<file path="config.mk">
export PLATFORM = sky130hd
export DESIGN_NAME = cache_ctrl
export DESIGN_NICKNAME = d
export VERILOG_FILES = /design/src/rtl/cache_pkg.sv /design/src/rtl/cache_mem_if.sv /design/src/rtl/cache_ctrl.sv
export SDC_FILE = /design/constraint.sdc
export NUM_CORES = 1
export LEC_CHECK = 0
export CELL_PAD_IN_SITES_DETAIL_PLACEMENT = 0
export CELL_PAD_IN_SITES_GLOBAL_PLACEMENT = 1
export CORE_AREA = 2 2 303 305
export CTS_CLUSTER_DIAMETER = 200
export CTS_CLUSTER_SIZE = 12
export DETAILED_ROUTE_END_ITERATION = 6
export DIE_AREA = 0 0 305 307
export PLACE_DENSITY_LB_ADDON = 0.1
export SYNTH_ARGS = -nofsm -noshare
export SYNTH_HDL_FRONTEND = slang
export SYNTH_SLANG_ARGS = --single-unit
</file>
<file path="constraint.sdc">
create_clock -name clk -period 1.84 [get_ports clk]
set_input_delay 0.46 -clock clk [delete_from_list [all_inputs] [get_ports clk]]
set_output_delay 0.46 -clock clk [all_outputs]
set_load 0.05 [all_outputs]
</file>
<file path="src/rtl/cache_pkg.sv">
// Shared widths, size encodings and controller states for the cache controller.
// Load data returned to the CPU is masked to the requested access size.
package cache_pkg;

  localparam int ADDR_W    = 32;
  localparam int LINE_BITS = 128;
  localparam int WORD_W    = 32;
  localparam int OFFSET_W  = 4;
  localparam int INDEX_W   = 6;
  localparam int TAG_W     = ADDR_W - INDEX_W - OFFSET_W;

  localparam logic [1:0] BE_BYTE = 2'b01;
  localparam logic [1:0] BE_HALF = 2'b10;
  localparam logic [1:0] BE_WORD = 2'b11;

  typedef enum logic [2:0] {
    S_IDLE    = 3'd0,
    S_LOOKUP  = 3'd1,
    S_WB      = 3'd2,
    S_REFILL  = 3'd3,
    S_INSTALL = 3'd4,
    S_REPLAY  = 3'd5,
    S_RESP    = 3'd6
  } state_t;

  // Any encoding other than byte/half is treated as a full word.
  function automatic logic [WORD_W-1:0] be_mask(input logic [1:0] be);
    case (be)
      BE_BYTE: return 32'h0000_00FF;
      BE_HALF: return 32'h0000_FFFF;
      BE_WORD: return 32'hFFFF_FFFF;
      default: return 32'hFFFF_FFFF;
    endcase
  endfunction

endpackage

</file>
<file path="src/rtl/cache_mem_if.sv">
// Holds one line-wide memory transaction from a start pulse until mem_ack or
// timeout, and reports completion to the controller FSM via done/err.
module cache_mem_if
  import cache_pkg::*;
#(
  parameter int MEM_TIMEOUT = 1023
) (
  input  logic                 clk,
  input  logic                 rst,
  input  logic                 start,
  input  logic                 start_we,
  input  logic [ADDR_W-1:0]    start_addr,
  input  logic [LINE_BITS-1:0] start_wdata,
  output logic                 done,
  output logic                 err,
  output logic                 mem_req,
  output logic                 mem_we,
  output logic [ADDR_W-1:0]    mem_addr,
  output logic [LINE_BITS-1:0] mem_wdata,
  input  logic                 mem_ack
);

  localparam int CNT_W = $clog2(MEM_TIMEOUT + 1);

  logic [CNT_W-1:0] cnt;

  // An ack that arrives while no request is outstanding is ignored.
  assign done = mem_req && mem_ack;
  assign err  = mem_req && !mem_ack && (cnt == CNT_W'(MEM_TIMEOUT - 1));

  always_ff @(posedge clk) begin
    if (!rst) begin
      mem_req   <= 1'b0;
      mem_we    <= 1'b0;
      mem_addr  <= '0;
      mem_wdata <= '0;
      cnt       <= '0;
    end else if (start) begin
      mem_req   <= 1'b1;
      mem_we    <= start_we;
      mem_addr  <= start_addr;
      mem_wdata <= start_we ? start_wdata : '0;
      cnt       <= '0;
    end else if (done || err) begin
      mem_req <= 1'b0;
      cnt     <= '0;
    end else if (mem_req) begin
      cnt <= cnt + 1'b1;
    end
  end

endmodule

</file>
<file path="src/rtl/cache_ctrl.sv">
// Cache sequencing controller: lookup, dirty writeback, refill, install and
// replay of a single outstanding CPU request.
module cache_ctrl
  import cache_pkg::*;
#(
  parameter int MEM_TIMEOUT = 1023
) (
  input  logic                 clk,
  input  logic                 rst,
  input  logic                 cpu_req_valid,
  output logic                 cpu_req_ready,
  input  logic [ADDR_W-1:0]    cpu_addr,
  input  logic                 cpu_we,
  input  logic [WORD_W-1:0]    cpu_wdata,
  input  logic [1:0]           cpu_byte_en,
  output logic                 cpu_resp_valid,
  output logic [WORD_W-1:0]    cpu_rdata,
  output logic                 cpu_err,
  output logic [ADDR_W-1:0]    arr_addr,
  output logic [WORD_W-1:0]    arr_wdata,
  output logic [LINE_BITS-1:0] arr_ldata,
  output logic [1:0]           arr_byte_en,
  output logic                 arr_read_en,
  output logic                 arr_write_en,
  output logic                 arr_load_en,
  output logic                 arr_begin_load,
  input  logic                 arr_hit,
  input  logic                 arr_dirty,
  input  logic [TAG_W-1:0]     arr_victim_tag,
  input  logic [WORD_W-1:0]    arr_rdata,
  input  logic [LINE_BITS-1:0] arr_wbdata,
  input  logic                 arr_ready,
  output logic                 mem_req,
  output logic                 mem_we,
  output logic [ADDR_W-1:0]    mem_addr,
  output logic [LINE_BITS-1:0] mem_wdata,
  input  logic [LINE_BITS-1:0] mem_rdata,
  input  logic                 mem_ack,
  output logic [2:0]           dbg_state
);

  state_t               state;
  logic [ADDR_W-1:0]    q_addr;
  logic                 q_we;
  logic [WORD_W-1:0]    q_wdata;
  logic [1:0]           q_be;
  logic [LINE_BITS-1:0] q_line;
  logic                 mem_start, mem_start_we;
  logic [ADDR_W-1:0]    mem_start_addr;
  logic                 mem_done, mem_err;
  logic                 accept;

  // CPU handshake: a request transfers on any cycle where cpu_req_valid and
  // cpu_req_ready are both high; cpu_resp_valid is a one-cycle pulse that is
  // not back-pressured, and ready returns high in that same cycle.
  assign accept      = cpu_req_valid && cpu_req_ready;
  assign arr_addr    = q_addr;
  assign arr_wdata   = q_wdata;
  assign arr_byte_en = q_be;
  assign arr_ldata   = q_line;
  assign dbg_state   = state;

  always_ff @(posedge clk) begin
    if (!rst) begin
      state          <= S_IDLE;
      cpu_req_ready  <= 1'b1;
      cpu_resp_valid <= 1'b0;
      cpu_rdata      <= '0;
      cpu_err        <= 1'b0;
      arr_read_en    <= 1'b0;
      arr_write_en   <= 1'b0;
      arr_load_en    <= 1'b0;
      arr_begin_load <= 1'b0;
      q_addr         <= '0;
      q_we           <= 1'b0;
      q_wdata        <= '0;
      q_be           <= '0;
      q_line         <= '0;
      mem_start      <= 1'b0;
      mem_start_we   <= 1'b0;
      mem_start_addr <= '0;
    end else begin
      cpu_resp_valid <= 1'b0;
      mem_start      <= 1'b0;
      case (state)
        S_IDLE, S_RESP: begin
          if (accept) begin
            q_addr        <= cpu_addr;
            q_we          <= cpu_we;
            q_wdata       <= cpu_wdata;
            q_be          <= cpu_byte_en;
            cpu_req_ready <= 1'b0;
            arr_read_en   <= !cpu_we;
            arr_write_en  <= cpu_we;
            state         <= S_LOOKUP;
          end else begin
            state <= S_IDLE;
          end
        end
        S_LOOKUP, S_REPLAY: begin
          if (arr_ready) begin
            arr_read_en  <= 1'b0;
            arr_write_en <= 1'b0;
            if (arr_hit || state == S_REPLAY) begin
              // A miss on replay means the install did not take.
              cpu_resp_valid <= 1'b1;
              cpu_req_ready  <= 1'b1;
              cpu_err        <= !arr_hit;
              cpu_rdata      <= (arr_hit && !q_we) ? (arr_rdata & be_mask(q_be)) : '0;
              state          <= S_RESP;
            end else if (arr_dirty) begin
              q_line         <= arr_wbdata;
              mem_start      <= 1'b1;
              mem_start_we   <= 1'b1;
              mem_start_addr <= {arr_victim_tag, q_addr[OFFSET_W+INDEX_W-1:OFFSET_W],
                                 {OFFSET_W{1'b0}}};
              state          <= S_WB;
            end else begin
              mem_start      <= 1'b1;
              mem_start_we   <= 1'b0;
              mem_start_addr <= {q_addr[ADDR_W-1:OFFSET_W], {OFFSET_W{1'b0}}};
              state          <= S_REFILL;
            end
          end
        end
        S_WB, S_REFILL: begin
          if (mem_err) begin
            cpu_resp_valid <= 1'b1;
            cpu_req_ready  <= 1'b1;
            cpu_err        <= 1'b1;
            cpu_rdata      <= '0;
            state          <= S_RESP;
          end else if (mem_done && state == S_WB) begin
            mem_start      <= 1'b1;
            mem_start_we   <= 1'b0;
            mem_start_addr <= {q_addr[ADDR_W-1:OFFSET_W], {OFFSET_W{1'b0}}};
            state          <= S_REFILL;
          end else if (mem_done) begin
            q_line      <= mem_rdata;
            arr_load_en <= 1'b1;
            state       <= S_INSTALL;
          end
        end
        S_INSTALL: begin
          // arr_begin_load doubles as the second phase of the install.
          if (arr_begin_load) begin
            arr_begin_load <= 1'b0;
            arr_read_en    <= !q_we;
            arr_write_en   <= q_we;
            state          <= S_REPLAY;
          end else if (arr_ready) begin
            arr_load_en    <= 1'b0;
            arr_begin_load <= 1'b1;
          end
        end
        default: state <= S_IDLE;
      endcase
    end
  end

  cache_mem_if #(
    .MEM_TIMEOUT(MEM_TIMEOUT)
  ) u_mem_if (
    .clk        (clk),
    .rst        (rst),
    .start      (mem_start),
    .start_we   (mem_start_we),
    .start_addr (mem_start_addr),
    .start_wdata(q_line),
    .done       (mem_done),
    .err        (mem_err),
    .mem_req    (mem_req),
    .mem_we     (mem_we),
    .mem_addr   (mem_addr),
    .mem_wdata  (mem_wdata),
    .mem_ack    (mem_ack)
  );

endmodule

</file>
==> results of run 1 <==
[flip-flops by register name, indices dropped and copies added (netlist names), 3 cells and up]
register            count
dbg_state               3
cpu_rdata              32
arr_addr               32
u_mem_if.mem_wdata    128
arr_ldata             128
mem_start_addr         28
u_mem_if.cnt           10
arr_wdata              32
u_mem_if.mem_addr      28
[cell usage in the layout (no fill, tap or decap), types with 2 or more instances in the layout]
| cell type | n |
|---|---|
| nor2_1 | 167 |
| buf_4 | 533 |
| buf_8 | 4 |
| buf_12 | 63 |
| a22o_1 | 32 |
| conb_1 | 4 |
| clkdlybuf4s50_1 | 383 |
| dfxtp_4 | 3 |
| dfxtp_2 | 9 |
| xnor2_1 | 4 |
| a311oi_1 | 23 |
| inv_8 | 2 |
| xor2_1 | 5 |
| a22oi_1 | 92 |
| o21ai_0 | 4 |
| clkbuf_16 | 49 |
| mux2i_1 | 155 |
| ha_1 | 2 |
| buf_6 | 3 |
| nor3_1 | 4 |
| a21oi_4 | 24 |
| o32ai_1 | 2 |
| a21oi_2 | 36 |
| a21oi_1 | 186 |
| and3_1 | 6 |
| nand3_1 | 70 |
| nand2_1 | 216 |
| o22ai_1 | 2 |
| buf_16 | 8 |
| nand4_1 | 3 |
| and2_4 | 2 |
| a211oi_2 | 123 |
| a211oi_1 | 8 |
| dfxtp_1 | 423 |
| inv_1 | 6 |
| a31oi_1 | 2 |
[final cells by class]
cell class | count | share of cell area, %
clock buffer | 44 | 3.688
clock inverter | 2 | 0.06838
inverter | 9 | 0.1496
multi-input combinational | 1203 | 28.55
sequential | 435 | 29.82
tap | 1186 | 5.069
timing repair buffer | 1000 | 32.66
[path summary, 6_finish.rpt]
check / depth (start not counted) / start / to
worst min-delay path: 3 / cpu_addr[2] / arr_addr[2]$_SDFFE_PN0P_
worst max register to register: 9 / u_mem_if.cnt[0]$_SDFFE_PP0P_ / arr_ldata[69]$_SDFFE_PN0P_
worst max-delay path: 9 / u_mem_if.cnt[0]$_SDFFE_PP0P_ / arr_ldata[69]$_SDFFE_PN0P_
worst min register to register: 2 / arr_wdata[1]$_SDFFE_PN0P_ / arr_wdata[1]$_SDFFE_PN0P_
[layer usage]
layer	routed length (um)	up-vias	share of wire, %	track usage [%]
met2	41040	561	48	29.77
met1	35310	8153	41	20.25
li1	-	8246	-	-
met5	0	-	0	0
met3	6379	94	7.5	5.286
met4	2384	0	2.8	5.146
[repair_timing]
action / CTS / global route
gates cloned: 7 / 6
pin swaps: 13 / 51
gates resized for setup: 51 / 80
endpoints found under the setup margin: 133 / 131
hold buffers: 0 / 0
setup buffers: 12 / 3
endpoints found under the hold margin: 0 / 0
[report_power, final]
part / switching [mW] / internal (mW) / leakage [nW]
combinational: 12.3 / 7.67 / 7.89
sequential: 1.79 / 11.2 / 3.53
clock: 3.82 / 4.14 / 0.542
[synth_stat cells, types with 11 or more instances]
library cell | number | area [um^2]
nor2_1 | 167 | 626.9
a311oi_1 | 23 | 201.4
buf_4 | 31 | 232.7
a211oi_2 | 120 | 1501
clkbuf_1 | 85 | 319.1
a22o_1 | 32 | 280.3
dfxtp_1 | 435 | 8708
a211oi_1 | 11 | 82.58
a21oi_1 | 245 | 1226
buf_2 | 35 | 175.2
nand2_1 | 216 | 810.8
buf_6 | 24 | 270.3
a22oi_1 | 92 | 690.7
nand3_1 | 71 | 355.3
mux2i_1 | 156 | 1562
[through the flow]
| step | area [um^2] | std cells | hold slack [ns] |
|---|---|---|---|
| 5_1_grt | 29280 | 3879 | 0.4016 |
| 3_5_place_dp | 27140 | 3806 | 0.4462 |
| 6_report | 29280 | 3879 | 0.4355 |
| 2_1_floorplan | 17650 | 1826 | 0.4360 |
| 4_1_cts | 28740 | 3871 | 0.3750 |
| 3_3_place_gp | 27140 | 3806 | 0.4428 |
[cell families (layout without fill, tap and decap cells)]
family	Yosys count	in the layout	synth area share, %
flops	435	435	49.39
fa+ha+maj	3	3	0.2129
compound gates	545	545	23.62
mux	156	156	8.856
simple gates	486	486	11.52
buf+inv	188	1055	5.932
xor+xnor	9	9	0.4470
other cells	1	4	0.02127
[worst reg2reg max path, stage by stage (launching register included)]
cell and delay (ns):
dfxtp_2 0.33, inv_2 0.04, ha_4 0.14, and4b_1 0.18, and3_4 0.16, o21ai_4 0.22, and2_4 0.23, buf_12 0.17
buf_12 0.20, a211oi_2 0.09
==> out/results.tsv, run 1 <==
stage	metric	value	unit
status	outcome	finished, violations left	
status	violations	setup timing	
setup_path	arrival	2.35	ns
die	die_y	307	um
global_routing	grt_max_degree	68	
sta	slew_headroom	61.93	%
synth	syn_area	17630	um^2
placement	dp_slack	-0.5780	ns
synth	synth_edf_count	0	
synth	yosys_warnings	0	
die	core_area	90690	um^2
min_path	hp-class	in2reg	
clocking	htree_levels	2	
sta	setup_ws	-0.07851	ns
global_routing	overflow	0	
global_routing	first_global_vias	17485	
detailed_routing	drtAntennaViolNets	0	
clocking	cts_sinks	435	
job	drv_cap	0	
setup_path	max_stage_delay	0.33	ns
synth	async_flop_share	0	%
power_and_ir_drop	leakagePower	11.96	nW
cells_and_area	multiInputGateArea	8357	um^2
setup_path	rrSetupSlack	-0.08	ns
clocking	clock_latency	0.58	ns
global_routing	grt_pass1_wl	121100	um
detailed_routing	wire_per_inst	21.94	um
power_and_ir_drop	p_per_area	1396	nW/um^2
cells_and_area	fin_nets	3078	
setup_path	worst_setup_path_start_kind	register	
sta	setup_tns	-4.139	ns
cells_and_area	drive_gt1_share	32.49	%
sta	finClkSkew	0.03944	ns
die	start_util	19.44	%
synth	ys_types	55	
setup_path	path_buf_inv	3	
detailed_routing	drc	0	
power_and_ir_drop	peakVddDrop	793.1	uV
cells_and_area	ff_latch_area	8731	um^2
synth	seq_area_frac_synth	49.39	%
global_routing	global_route.usage.total	17.17	%
placement	numPortBuffers	777	
clocking	root_buffer	clkbuf_16	
clocking	clkTransAtPathRegs	0.07	ns
clocking	numCtsBuffers	42	
detailed_routing	dr.pass1.iters	4	
cells_and_area	fillers	9393	
synth	synth_flop_cell	dfxtp_1	
sta	hold_viol_final	0	
sta	rsz0062_at_grt	yes	
die	rows	111	
placement	post-dp-hpwl	64710	um
detailed_routing	vias	17054	
detailed_routing	drtIter0Drc	688	
setup_path	slowest_stage	dfxtp_2	
sta	max_freq	521.2	MHz
die	dieArea	93640	um^2
setup_path	crit_chain	inv_2 > ha_4 > and4b_1 > and3_4 > o21ai_4 > and2_4 > buf_12 > buf_12 > a211oi_2	
setup_path	cp_max_fo	15	
detailed_routing	viasPerCell	4.396	
placement	gp_congestion	0.7832	
setup_path	critical_path_class	reg2reg	
sta	period_needed	1.919	ns
die	die_w	305	um
clocking	cts_tree	done	
die	ioPinCount	782	
cells_and_area	post-route-util	32.28	%
global_routing	antenna_found_initial	1	
sta	slew_viol_final	0	
synth	synth_seq_cells	435	
sta	setup_viol	95	
cells_and_area	area_growth	66.04	%
setup_path	worst_ep_required_time	2.27	ns
cells_and_area	antennaDiodeCount	0	
setup_path	endpoint_kind	register	
synth	netlist_instances	1823	
power_and_ir_drop	p_total	40.86	mW
setup_path	critPathMostFrequentCell	buf_12	
sta	worst_slew_pin_slew	0.5710	ns
synth	syn_avg_cell_area	9.672	um^2
setup_path	crit_family	simple AND/OR/NAND/NOR gates	
detailed_routing	wl	85120	um
clocking	cts_max_path_buffers	3	
sta	period_share	104.3	%
Note: power is estimated with default switching activity, not from simulation.
==> inputs of run 2 (changes only) <==
--- a/config.mk
+++ b/config.mk
@@ -7,11 +7,11 @@
 export LEC_CHECK = 0
 export CELL_PAD_IN_SITES_DETAIL_PLACEMENT = 0
 export CELL_PAD_IN_SITES_GLOBAL_PLACEMENT = 1
-export CORE_AREA = 2 2 303 305
+export CORE_AREA = 2 2 302 304
 export CTS_CLUSTER_DIAMETER = 200
 export CTS_CLUSTER_SIZE = 12
 export DETAILED_ROUTE_END_ITERATION = 6
-export DIE_AREA = 0 0 305 307
+export DIE_AREA = 0 0 304 306
 export PLACE_DENSITY_LB_ADDON = 0.1
 export SYNTH_ARGS = -nofsm -noshare
 export SYNTH_HDL_FRONTEND = slang
==> constraint.sdc (replaced) <==
create_clock -name clk -period 2 [get_ports clk]
set_input_delay 0.5 -clock clk [delete_from_list [all_inputs] [get_ports clk]]
set_output_delay 0.5 -clock clk [all_outputs]
set_load 0.05 [all_outputs]
==> run 2 against run 1 <==
Compared with the run above:
- the run now ends clean
- hold slack better by 0.020 ns
- combinational power down 12%
- wire length increased by 0.51%
- sequential power shrank 9%
- critical path depth decreased by 3
- die area decreased by 0.65%
- setup slack improved by 0.12 ns
- sequential share of layout area increased by 1.0 points
- via count shrank 1.2%
- critical path type unchanged
- largest cell class unchanged
- largest power group unchanged
- highest routed layer is now met5
==> out/results.tsv, run 2 (same netlist as run 1, synthesis figures left out) <==
stage	metric	value	unit	change
status	outcome	finished clean		
sta	finClkSkew	0.03415	ns	-0.005289 ns
detailed_routing	vias	16856		-1.2%
placement	place_area	26760	um^2	-1.4%
power_and_ir_drop	p_total	36.67	mW	-10%
die	ioPinCount	782		unchanged
sta	setup_ws	0.03881	ns	+0.1173 ns
cells_and_area	fin_nets	3029		-1.6%
die	rows	110		-0.90%
clocking	root_buffer	clkbuf_16		
sta	period_needed	1.961	ns	+0.04267 ns
setup_path	worst_ep_required_time	2.46	ns	+0.19 ns
detailed_routing	highest_layer	met5		
power_and_ir_drop	p_per_area	1298	nW/um^2	-7.0%
global_routing	first_global_vias	17189		-1.7%
clocking	cts_max_path_buffers	3		unchanged
placement	numPortBuffers	777		unchanged
global_routing	grt_max_degree	93		+37%
min_path	hp-class	reg2reg		
clocking	clkTransAtPathRegs	0.07	ns	about the same
placement	dp.cells	3758		-1.3%
sta	fin_hold_ws	0.4555	ns	+0.01999 ns
detailed_routing	viasPerCell	4.411		+0.34%
setup_path	endpoint_kind	register		
detailed_routing	dr.pass1.iters	5		+1
cells_and_area	layout_commonest_cell	buf_4		
clocking	htree_levels	2		unchanged
detailed_routing	drtIter0Drc	768		+12%
detailed_routing	drt-met1-wl	35620	um	+0.87%
die	start_util	19.68	%	+0.24 points
global_routing	global_route.usage.total	17.08	%	-0.090 points
sta	worst_slew_pin_slew	0.6499	ns	+0.07883 ns
die	core_area	89600	um^2	-1.2%
setup_path	critical_path_class	reg2reg		
global_routing	grt_pass1_wl	120600	um	-0.44%
die	die_w	304	um	-0.33%
clocking	clock_latency	0.59	ns	about the same
detailed_routing	drc	0		unchanged
cells_and_area	post-route-util	31.54	%	-0.74 points
sta	setup_tns	0	ns	+4.139 ns
clocking	cts_tree	done		
sta	slew_headroom	56.67	%	-5.3 points
placement	post-dp-hpwl	64170	um	-0.84%
cells_and_area	fin_area	28260	um^2	-3.5%
clocking	cts_sinks	435		unchanged
clocking	numCtsBuffers	42		unchanged
die	dieArea	93020	um^2	-0.65%
sta	setup_viol	0		-100%
sta	period_share	98.06	%	-6.2 points
sta	hold_viol_final	0		unchanged
die	die_y	306	um	-0.33%
cells_and_area	area_growth	60.27	%	
global_routing	overflow	0		unchanged
job	drv_cap	0		unchanged
detailed_routing	met2_length	42390	um	+3.3%
placement	dp_slack	-0.4238	ns	+0.1542 ns
setup_path	worst_setup_path_start_kind	register		
power_and_ir_drop	leakagePower	11.51	nW	-3.8%
sta	slew_viol_final	0		unchanged
setup_path	cp_max_fo	26		+11
detailed_routing	met3_length	6125	um	-4.0%
cells_and_area	drive_gt1_share	28.14	%	-4.4 points
sta	max_freq	509.9	MHz	-2.2%
cells_and_area	stdcell_count	3821		-1.5%
global_routing	antenna_found_initial	3		+2
power_and_ir_drop	peakVddDrop	585.5	uV	-26%
detailed_routing	wire_per_inst	22.39	um	+2.0%
clocking	holdBufCountCts	0		unchanged
setup_path	arrival	2.42	ns	+0.07 ns
detailed_routing	drtAntennaViolNets	0		unchanged
detailed_routing	wl	85550	um	+0.51%
placement	gp_congestion	0.7815		-0.22%
cells_and_area	final_cell_mix	buf_4 (473), dfxtp_1 (427), clkdlybuf4s50_1 (383), a21oi_1 (245), nand2_1 (216)		
## run 2: critical path: stages, from the launching register on
cell and delay (ns):
dfxtp_2 0.38, nand2b_4 0.17, buf_12 0.20, buf_12 0.25
mux2i_1 0.50, buf_4 0.20, a211oi_2 0.05
## run 2: report_power, final
group / switching, mW / internal [mW]
Sequential: 1.51 / 10.2
Combinational: 11.1 / 6.49
Clock: 3.52 / 3.81
## run 2: final cells by class
type,count,area (um^2)
Antenna cell,1,2.502
Clock buffer,44,1080
Clock inverter,2,20.02
Fill cell,9340,61340
Inverter,9,43.79
Multi-Input combinational cell,1204,7975
Sequential cell,435,8721
Tap cell,1176,1471
Timing Repair Buffer,950,8945
## run 2: path summary, 6_finish.rpt
kind                                   from                    endpoint  slack (ns)  depth (start not counted)
setup / recovery  dbg_state[2]$_SDFFE_PN0P_  arr_ldata[33]$_SDFFE_PN0P_        0.04                          6
hold / removal    arr_write_en$_SDFFE_PN0P_   arr_write_en$_SDFFE_PN0P_        0.46                          2
setup reg to reg  dbg_state[2]$_SDFFE_PN0P_  arr_ldata[33]$_SDFFE_PN0P_        0.04                          6
hold reg to reg   arr_write_en$_SDFFE_PN0P_   arr_write_en$_SDFFE_PN0P_        0.46                          2
## run 2: per-layer routing
| metal | track usage (%) | up-vias |
|---|---|---|
| met5 | 0 | - |
| met4 | 3.274 | 2 |
| met3 | 5.322 | 68 |
| met2 | 30.37 | 543 |
| met1 | 20.19 | 8104 |
| li1 | - | 8139 |
## run 2: repair_timing
item                       CTS  global route
gates cloned                 0            13
buffers inserted             0             3
hold endpoints to repair     0             0
setup endpoints to repair   27           120
resized for setup           35            47
pin swaps                    0             4
==> inputs of run 3 (changes only) <==
--- a/config.mk
+++ b/config.mk
@@ -13,6 +13,7 @@
 export DETAILED_ROUTE_END_ITERATION = 6
 export DIE_AREA = 0 0 304 306
 export PLACE_DENSITY_LB_ADDON = 0.1
+export SKIP_CTS_REPAIR_TIMING = 1
 export SYNTH_ARGS = -nofsm -noshare
 export SYNTH_HDL_FRONTEND = slang
 export SYNTH_SLANG_ARGS = --single-unit
==> run 3 against run 2 <==
Compared with the run above:
- sequential power barely moved
- critical path depth did not move
- total power fell by 1.0%
- clock power barely moved
- fmax barely moved
- hold slack barely moved
- critical path type unchanged
- largest power group unchanged
==> out/results.tsv, run 3 (same netlist as run 1, synthesis figures left out) <==
stage	metric	value	unit	change
cells_and_area	drive_gt1_share	27.48	%	-0.66 points
placement	numPortBuffers	777		unchanged
detailed_routing	vias	16806		-0.30%
clocking	numCtsBuffers	42		unchanged
sta	finClkSkew	0.03457	ns	+0.0004217 ns
setup_path	cp_max_fo	26		unchanged
setup_path	max_stage_delay	0.50	ns	about the same
power_and_ir_drop	leakagePower	11.78	nW	+2.3%
die	dieArea	93020	um^2	unchanged
detailed_routing	dr.pass1.iters	5		unchanged
placement	post-dp-hpwl	64170	um	unchanged
die	start_util	19.68	%	unchanged
sta	period_needed	1.961	ns	-0.0004743 ns
global_routing	grt_pass1_wl	120500	um	about the same
sta	fin_hold_ws	0.4555	ns	+0.00004500 ns
detailed_routing	drtIter0Drc	779		+1.4%
sta	max_freq	510.0	MHz	about the same
setup_path	slowest_stage	mux2i_1		
detailed_routing	wire_per_inst	22.03	um	-1.6%
setup_path	crit_chain	nand2b_4 > buf_12 > buf_12 > mux2i_1 > buf_4 > a211oi_2		
setup_path	critPathMostFrequentCell	buf_12		
cells_and_area	fin_nets	3020		-0.30%
power_and_ir_drop	p_per_area	1293	nW/um^2	-0.34%
placement	place_area	26760	um^2	unchanged
setup_path	critical_path_class	reg2reg		
setup_path	path_buf_inv	3		unchanged
clocking	cts_sinks	435		unchanged
global_routing	first_global_vias	17176		-0.076%
global_routing	grt_max_degree	93		unchanged
sta	setup_viol	0		unchanged
cells_and_area	ff_latch_area	8718	um^2	about the same
cells_and_area	fillers	9349		+0.096%
cells_and_area	final_cell_mix	buf_4 (481), dfxtp_1 (429), clkdlybuf4s50_1 (383), a21oi_1 (245), nand2_1 (216)		
detailed_routing	wl	83990	um	-1.8%
detailed_routing	highest_layer	met5		
clocking	root_buffer	clkbuf_16		
detailed_routing	drt-met1-wl	34940	um	-1.9%
cells_and_area	area_growth	59.15	%	
min_path	hp-class	reg2reg		
setup_path	crit_family	buffers and inverters		
sta	slew_headroom	56.39	%	-0.28 points
cells_and_area	layout_commonest_cell	buf_4		
sta	period_share	98.04	%	about the same
sta	hold_viol_final	0		unchanged
detailed_routing	met3_length	6107	um	-0.29%
clocking	cts_max_path_buffers	3		unchanged
cells_and_area	multiInputGateArea	7953	um^2	-0.28%
clocking	clkTransAtPathRegs	0.07	ns	about the same
die	rows	110		unchanged
setup_path	worst_ep_required_time	2.45	ns	about the same
cells_and_area	fin_area	28060	um^2	-0.70%
die	die_y	306	um	unchanged
global_routing	overflow	0		unchanged
global_routing	global_route.usage.total	17.07	%	about the same
detailed_routing	drc	0		unchanged
setup_path	arrival	2.41	ns	about the same
die	ioPinCount	782		unchanged
die	core_area	89600	um^2	unchanged
sta	slew_viol_final	0		unchanged
clocking	clock_latency	0.59	ns	about the same
die	die_w	304	um	unchanged
clocking	htree_levels	2		unchanged
status	outcome	finished clean		
job	drv_cap	0		unchanged
setup_path	worst_setup_path_start_kind	register		
detailed_routing	viasPerCell	4.409		about the same
power_and_ir_drop	peakVddDrop	591.6	uV	+1.1%
setup_path	endpoint_kind	register		
sta	rsz0062_at_grt	no		
detailed_routing	drtAntennaViolNets	0		unchanged
sta	worst_slew_pin_slew	0.6541	ns	+0.004239 ns
clocking	cts_tree	done		
detailed_routing	met2_length	41590	um	-1.9%
global_routing	antenna_found_initial	3		unchanged
placement	gp_congestion	0.7815		unchanged
run 3: changes by cell type in the layout (fill, tap and decap cells not counted), moves of 3 or more:
cell             delta
clkbuf_16           -7
buf_4               +8
clkdlybuf4s15_1    -16
buf_12              -3
buf_8               -3
a211oi_1            +3
buf_6               -4
clkbuf_2            -6
dlymetal6s2s_1     +24
run 3: layer usage:
layer	track usage (%)	vias up
met2	30.34	547
met1	20.19	8070
li1	-	8119
met4	3.274	2
met3	5.336	68
met5	0	-
run 3: cell type report:
type	instances	area share [%]
antenna	1	0.008918
clock buffer	44	3.848
timing repair buffer	941	31.26
clock inverter	2	0.07134
tap	1176	5.244
multi-input combinational	1204	28.34
inverter	9	0.1561
sequential	435	31.07
run 3: where the power goes:
group / leakage, nW / internal [mW] / switching (mW)
Sequential: 3.53 / 10.2 / 1.50
Combinational: 7.71 / 6.29 / 10.9
Clock: 0.542 / 3.81 / 3.52
Total: 11.8 / 20.3 / 15.9
run 3: worst paths after layout:
kind / from / to / slack (ns) / depth (start not counted)
hold / removal: arr_write_en$_SDFFE_PN0P_ / arr_write_en$_SDFFE_PN0P_ / 0.46 / 2
setup / recovery: dbg_state[2]$_SDFFE_PN0P_ / arr_ldata[33]$_SDFFE_PN0P_ / 0.04 / 6
hold reg to reg: arr_write_en$_SDFFE_PN0P_ / arr_write_en$_SDFFE_PN0P_ / 0.46 / 2
setup reg to reg: dbg_state[2]$_SDFFE_PN0P_ / arr_ldata[33]$_SDFFE_PN0P_ / 0.04 / 6
run 3: worst reg2reg max path: cells and delay by family (launching register included):
kind / cells / cell delay [ns]
AND/OR/NAND/NOR: 1 / 0.17
multiplexers: 1 / 0.52
flip-flops: 1 / 0.38
AO/OA/AOI/OAI: 1 / 0.05
buffers and inverters: 3 / 0.70
run 3: stage by stage:
stage / total power [mW] / TNS, ns / cells / setup WS [ns] / utilization (%)
3_3_place_gp: 29.10 / -67.25 / 3758 / -0.4109 / 29.86
5_1_grt: 38.24 / 0 / 3812 / 0.001934 / 31.32
4_1_cts: 36.83 / -6.585 / 3804 / -0.2891 / 31.09
2_1_floorplan: 22.42 / 0 / 1826 / 0.0007342 / -
3_5_place_dp: 29.23 / -70.30 / 3758 / -0.4238 / 29.86
6_report: 36.28 / 0 / 3812 / 0.03929 / 31.32
